`config.mk`:
```
export PLATFORM = sky130hd
export DESIGN_NAME = axis_dwidth_down_syn
export DESIGN_NICKNAME = d
export VERILOG_FILES = /design/src/rtl/axis_dwidth_down_syn_pkg.sv /design/src/rtl/axis_dwidth_down_syn.sv
export SDC_FILE = /design/constraint.sdc
export NUM_CORES = 1
export LEC_CHECK = 0
export BUFFER_PORTS_ARGS = -buffer_cell sky130_fd_sc_hd__buf_2
export CAP_MARGIN = 20
export CORE_MARGIN = 2
export CORE_UTILIZATION = 53
export CTS_CLUSTER_DIAMETER = 40
export DETAILED_ROUTE_END_ITERATION = 12
export GPL_TIMING_DRIVEN = 0
export PLACE_DENSITY = 0.79
export SLEW_MARGIN = 25
export SYNTH_ARGS = -nofsm -noshare
export SYNTH_HDL_FRONTEND = slang
export SYNTH_SLANG_ARGS = --single-unit
```
`constraint.sdc`:
```
create_clock -name clk -period 1.8 [get_ports clk]
set_input_delay 0.27 -clock clk [delete_from_list [all_inputs] [get_ports clk]]
set_output_delay 0.27 -clock clk [all_outputs]
set_load 0.03 [all_outputs]
```
`src/rtl/axis_dwidth_down_syn_pkg.sv`:
```
// axis_dwidth_down_syn_pkg: shared width helpers for the stream blocks
package axis_dwidth_down_syn_pkg;
  function automatic int clog2(input int v);
    int r;
    r = 0;
    while ((1 << r) < v) r++;
    return r;
  endfunction
endpackage

```
`src/rtl/axis_dwidth_down_syn.sv`:
```
// axis_dwidth_down_syn: splits each wide AXIS word into RATIO narrow slices
module axis_dwidth_down_syn
  import axis_dwidth_down_syn_pkg::*;
#(
  parameter int S_DATA_WIDTH = 36,
  parameter int RATIO = 4,
  parameter bit LSB_FIRST = 1'b1,
  localparam int M_DATA_WIDTH = S_DATA_WIDTH / RATIO
) (
  input  logic                    clk,
  input  logic                    rst,
  input  logic [S_DATA_WIDTH-1:0] s_payload,
  input  logic                    s_valid,
  output logic                    s_ready,
  output logic [M_DATA_WIDTH-1:0] m_payload,
  output logic                    m_valid,
  input  logic                    m_ready,
  output logic                    m_last
);
  localparam int CNT_WIDTH = clog2(RATIO) < 1 ? 1 : clog2(RATIO);
  if (RATIO < 1 || S_DATA_WIDTH % RATIO != 0) begin : g_bad_ratio
    $fatal(1, "S_DATA_WIDTH must be a positive multiple of RATIO");
  end
  logic [S_DATA_WIDTH-1:0] hold_reg;
  logic                    hold_valid;
  logic [CNT_WIDTH-1:0]    cnt;
  logic [CNT_WIDTH-1:0]    idx;
  logic                    take;
  // slice select and handshakes; s_ready depends only on held state and m_ready
  always_comb begin
    idx = LSB_FIRST ? cnt : CNT_WIDTH'(RATIO - 1) - cnt;
    m_valid = hold_valid;
    m_last = hold_valid && (cnt == CNT_WIDTH'(RATIO - 1));
    m_payload = M_DATA_WIDTH'(hold_reg >> (int'(idx) * M_DATA_WIDTH));
    take = hold_valid && m_ready;
    s_ready = !hold_valid || (take && m_last);
  end
  // holding register reloads only when empty or on its final slice
  always_ff @(posedge clk or negedge rst) begin
    if (!rst) begin
      hold_reg <= '0;
      hold_valid <= 1'b0;
      cnt <= '0;
    end else begin
      if (s_valid && s_ready) hold_reg <= s_payload;
      hold_valid <= (s_valid && s_ready) || (hold_valid && !(take && m_last));
      if (take) cnt <= m_last ? '0 : cnt + 1'b1;
    end
  end
endmodule

```
# Word level (Yosys, flattened, before mapping)
# Index checks and enable logic that the tools add are counted.
[totals]
elab_cells = 17
ff_bits = 39
output_inout_bits = 12
[classes]
eq_ne = 1
n_reduce_logical = 9
shift = 1
muxes = 1
mul = 1
add_sub_neg = 1
[ops]
columns = ["op", "count"]
rows = [
  ["$shr 36x6->9", 1],
  ["$mul 2x4->6 const B", 1],
  ["$logic_and 1x1->1", 5],
  ["$add 2x1->2 const B", 1],
  ["$eq 2x2->1 const B", 1],
  ["$logic_not 1->1", 2],
  ["$logic_or 1x1->1", 2],
  ["$mux 2", 1],
]

# Longest topological paths before layout
[logic_depth]
word_depth = 6
mapped_depth = 5

# Worst setup path after synthesis
# Ideal clock, no wire load.
[synth_path]
path_type = "flip-flop to output port"
start = "reg cnt[0]"
end = "out m_payload[0]"
n_path_buf = 1
path_slack_ps = 336
t_required_ps = 1530
stages_incl_launch_ff = 3
t_arrival_ps = 1194
path_cell_list = "dfrtp_1 buf_4 mux4_2"
[synth_between]
elab_chain_cells = 2
[synth_rtl]
columns = ["element", "line_no", "rtl"]
rows = [
  ["from (decl)", "axis_dwidth_down_syn.sv:26", "logic [CNT_WIDTH-1:0] cnt;"],
  ["from (signal assigned)", "axis_dwidth_down_syn.sv:47", "if (take) cnt <= m_last ? '0 : cnt + 1'b1;"],
  ["$mul 2x4->6", "axis_dwidth_down_syn.sv:34", "m_payload = M_DATA_WIDTH'(hold_reg >> (int'(idx) * M_DATA_WIDTH));"],
  ["$shr 36x6->9", "axis_dwidth_down_syn.sv:34", ""],
  ["to (decl)", "axis_dwidth_down_syn.sv:15", "output logic [M_DATA_WIDTH-1:0] m_payload,"],
]
# Every way passes these cells.

# Worst setup path in the final report
[layout_path]
start = "reg cnt[0]"
end = "out m_payload[7]"
# Same word-level chain as after synthesis.

==> impl_results.md <==
* Status: finished, violations left
* Failing checks: negative setup slack
* First-pass GRT wire length at 7900 µm
* #FFs+latches synth at 39
* Met2 Use GR at 37.98%
* Slowest CP cell: mux4_2
* Fin crit share at 101.8%
* Via density at 5.332
* Setup-failing EPs final at 5
* Placer congestion estimate at between 0.7 and 0.8
* RSZ-0062 raised after global routing: true
* Setup ws final at -32.20 ps
* Most common cell in the netlist: dfrtp_1
* Area grow syn2layout at 25.43%
* Post-Syn Area per Cell at approximately 12 µm²
* Worst-margin pin slew at approximately 870 ps
* Netlist cell types at 19
* Largest net degree at the start of global routing at 40
* Syn Nets at roughly 230
* Fin. max-slew vios at 0
* IO buf count at a little over 50
* Power Density at about 1900 nW/µm²
* Design Power at 5.325 mW
* Post-route DRC at 0
* Dpl cells at about 290
* Skew final at 3.138 ps
* R2r setup slk at approximately 190 ps
* GRT overflow at 0
* Worst reg2reg path depth at 6
* GR Layer Usage met1 at around a third
* Num Clock Sinks at 39
* Die Ht at roughly 68 µm
* Fmax at roughly 0.55 GHz
* Ys flop type: dfrtp_1
* Slowest stage delay, CP at about 540 ps
* Async SR Flop Fraction at between 90% and 100%
* Clock Root Buffer: clkbuf_8
* Number of synthesized flops with an enable pin at 0
* Largest register FFs at 36
* Hold WS at 83.43 ps
* CP top delay family: multiplexers
* Reg-to-Reg End: hold_reg[0]
* Full die area at ~4700 µm²
* Rows at 23
* Vias in the first global route at 1620
* Critical-path cell list: buf_6 > mux4_2 > buf_6
* CP Data Required Time at around 1500 ps
* I/O pins at between 50 and 60
* CP bufs+invs at 2
* Hold Vio Cnt, Final at 0
* Synth top area share at roughly 44%
* Arr. time, crit path at roughly 1600 ps
* Largest cells by area after synthesis: dfrtp_1 44%, o32ai_2 22%, mux4_2 9.2%, nand2_1 6.3%, inv_1 6.1%
* DR WL/cell at ~16 µm
* CP Max Fanout at 5
* Num CTS Buffers at 5
* Routed vias at approximately 1.6k
* Pre-CTS setup slack at 79.80 ps
* Synth cell count leaders: 39 x dfrtp_1, 37 x nand2_1, 36 x inv_1
* Final HPWL DP at approximately 3400 µm
* Cells after synthesis at about 190
* Initial Util at a little over half
* H-tree depth at 2
* Final min period at 1832 ps
* Leak at ~1.3 nW
* ANT nets after route at 0
* CP Capture Type: output port
* Worst Hold Class: in2async
* Die Wd at 68.42 µm
* GR peak layer: met2
* Worst r2r src: cnt[0]
* Mapped Area at between 2000 and 2500 µm²
* Met3 Resource Use GR at under 10%
* DRT Pass-1 Iters at 4
* CP Class: reg2out
* Worst vdd ir at ~0.00097 V
* Initial antenna violation count at 0
* CORE AREA at 4000 µm²
* Hold buffers post-CTS at 0
* CP most frequent cell: buf_6
* Worst skew pair latency at roughly 300 ps
* Rel. slew slack at 41.93%
* CTS tree: built
* Post-Layout Cell Count at 301
* Nets at between 200 and 300
* Clock Path Buffers at 2
* GR Util All Layers at about a quarter
* Starting DRT DRC Count at ~110
* Share of layout cells above drive strength 1 at 51.00%
* Setup tns final at -104.2 ps
* Worst-path clk slew at roughly 80 ps
* Total wire length at a little under 5000 µm
* Sequential area share after synthesis at around 44%
* Largest area contributor in the netlist: dfrtp_1
* Yosys warning count at 0
* Total of max-cap violations at 0
* Crit path depth at 3
* Startpoint Class: register
* Inserted Diodes at 0
==> layout make-up <==
class	instances	area (µm²)
Inverter	37	138.9
Sequential cell	39	977.2
Timing Repair Buffer	59	375.4
Tap cell	50	62.56
Multi-Input combinational cell	91	959.7
Clock inverter	2	35.03
Buffer	17	127.6
Fill cell	312	1241
Clock buffer	6	82.58
==> power breakdown <==
| part | switching (mW) | internal [mW] | leakage [nW] |
|---|---|---|---|
| Clock | 0.316 | 0.448 | 0.0612 |
| Sequential | 0.270 | 1.30 | 0.474 |
| Combinational | 1.41 | 1.57 | 0.796 |
| Total | 2.00 | 3.33 | 1.33 |
==> how the worst max path moves through the flow <==
stage / start / to / slack (ps)
floorplan: cnt[0] / m_payload[0] / 340
global route: cnt[0] / m_payload[0] / -80
CTS: cnt[0] / m_payload[0] / -40
global placement: cnt[0] / s_ready / 50
detailed placement: cnt[0] / s_ready / 80
finish: cnt[0] / m_payload[7] / -30
==> cells by family after synthesis <==
| group | Yosys count | synth area share (%) |
|---|---|---|
| flops | 39 | 44.37 |
| compound gates | 37 | 24.91 |
| buf+inv | 55 | 12.29 |
| mux | 11 | 10.24 |
| simple gates | 42 | 7.623 |
| fa+ha+maj | 1 | 0.5687 |
==> layout by cell type (no fill, tap or decap), types with 2 or more instances in the layout <==
| cell | instances |
|---|---|
| o32ai_1 | 6 |
| dfrtp_1 | 38 |
| buf_6 | 16 |
| buf_2 | 48 |
| inv_1 | 36 |
| clkbuf_8 | 6 |
| mux4_2 | 9 |
| mux2_2 | 2 |
| nand2_1 | 37 |
| buf_4 | 10 |
| buf_1 | 2 |
| o32ai_2 | 30 |
==> metal layers <==
metal / share of wire [%] / up-vias
met5: 0 / -
met4: 1.3 / 0
met3: 5.3 / 6
met2: 49 / 51
met1: 44 / 778
li1: - / 770
==> repair_timing <==
action,CTS,global route
gates resized for setup,23,3
endpoints found under the setup margin,9,10
buffers inserted,3,4
pin swaps,1,0
gates cloned,1,0
==> per-stage QoR <==
step	area, µm²	util [%]
floorplan	2200	-
CTS	2723	68.06
global route	2759	68.97
finish	2759	68.97
global placement	2517	62.93
detailed placement	2517	62.93
Note: power is estimated with default switching activity, not from simulation.
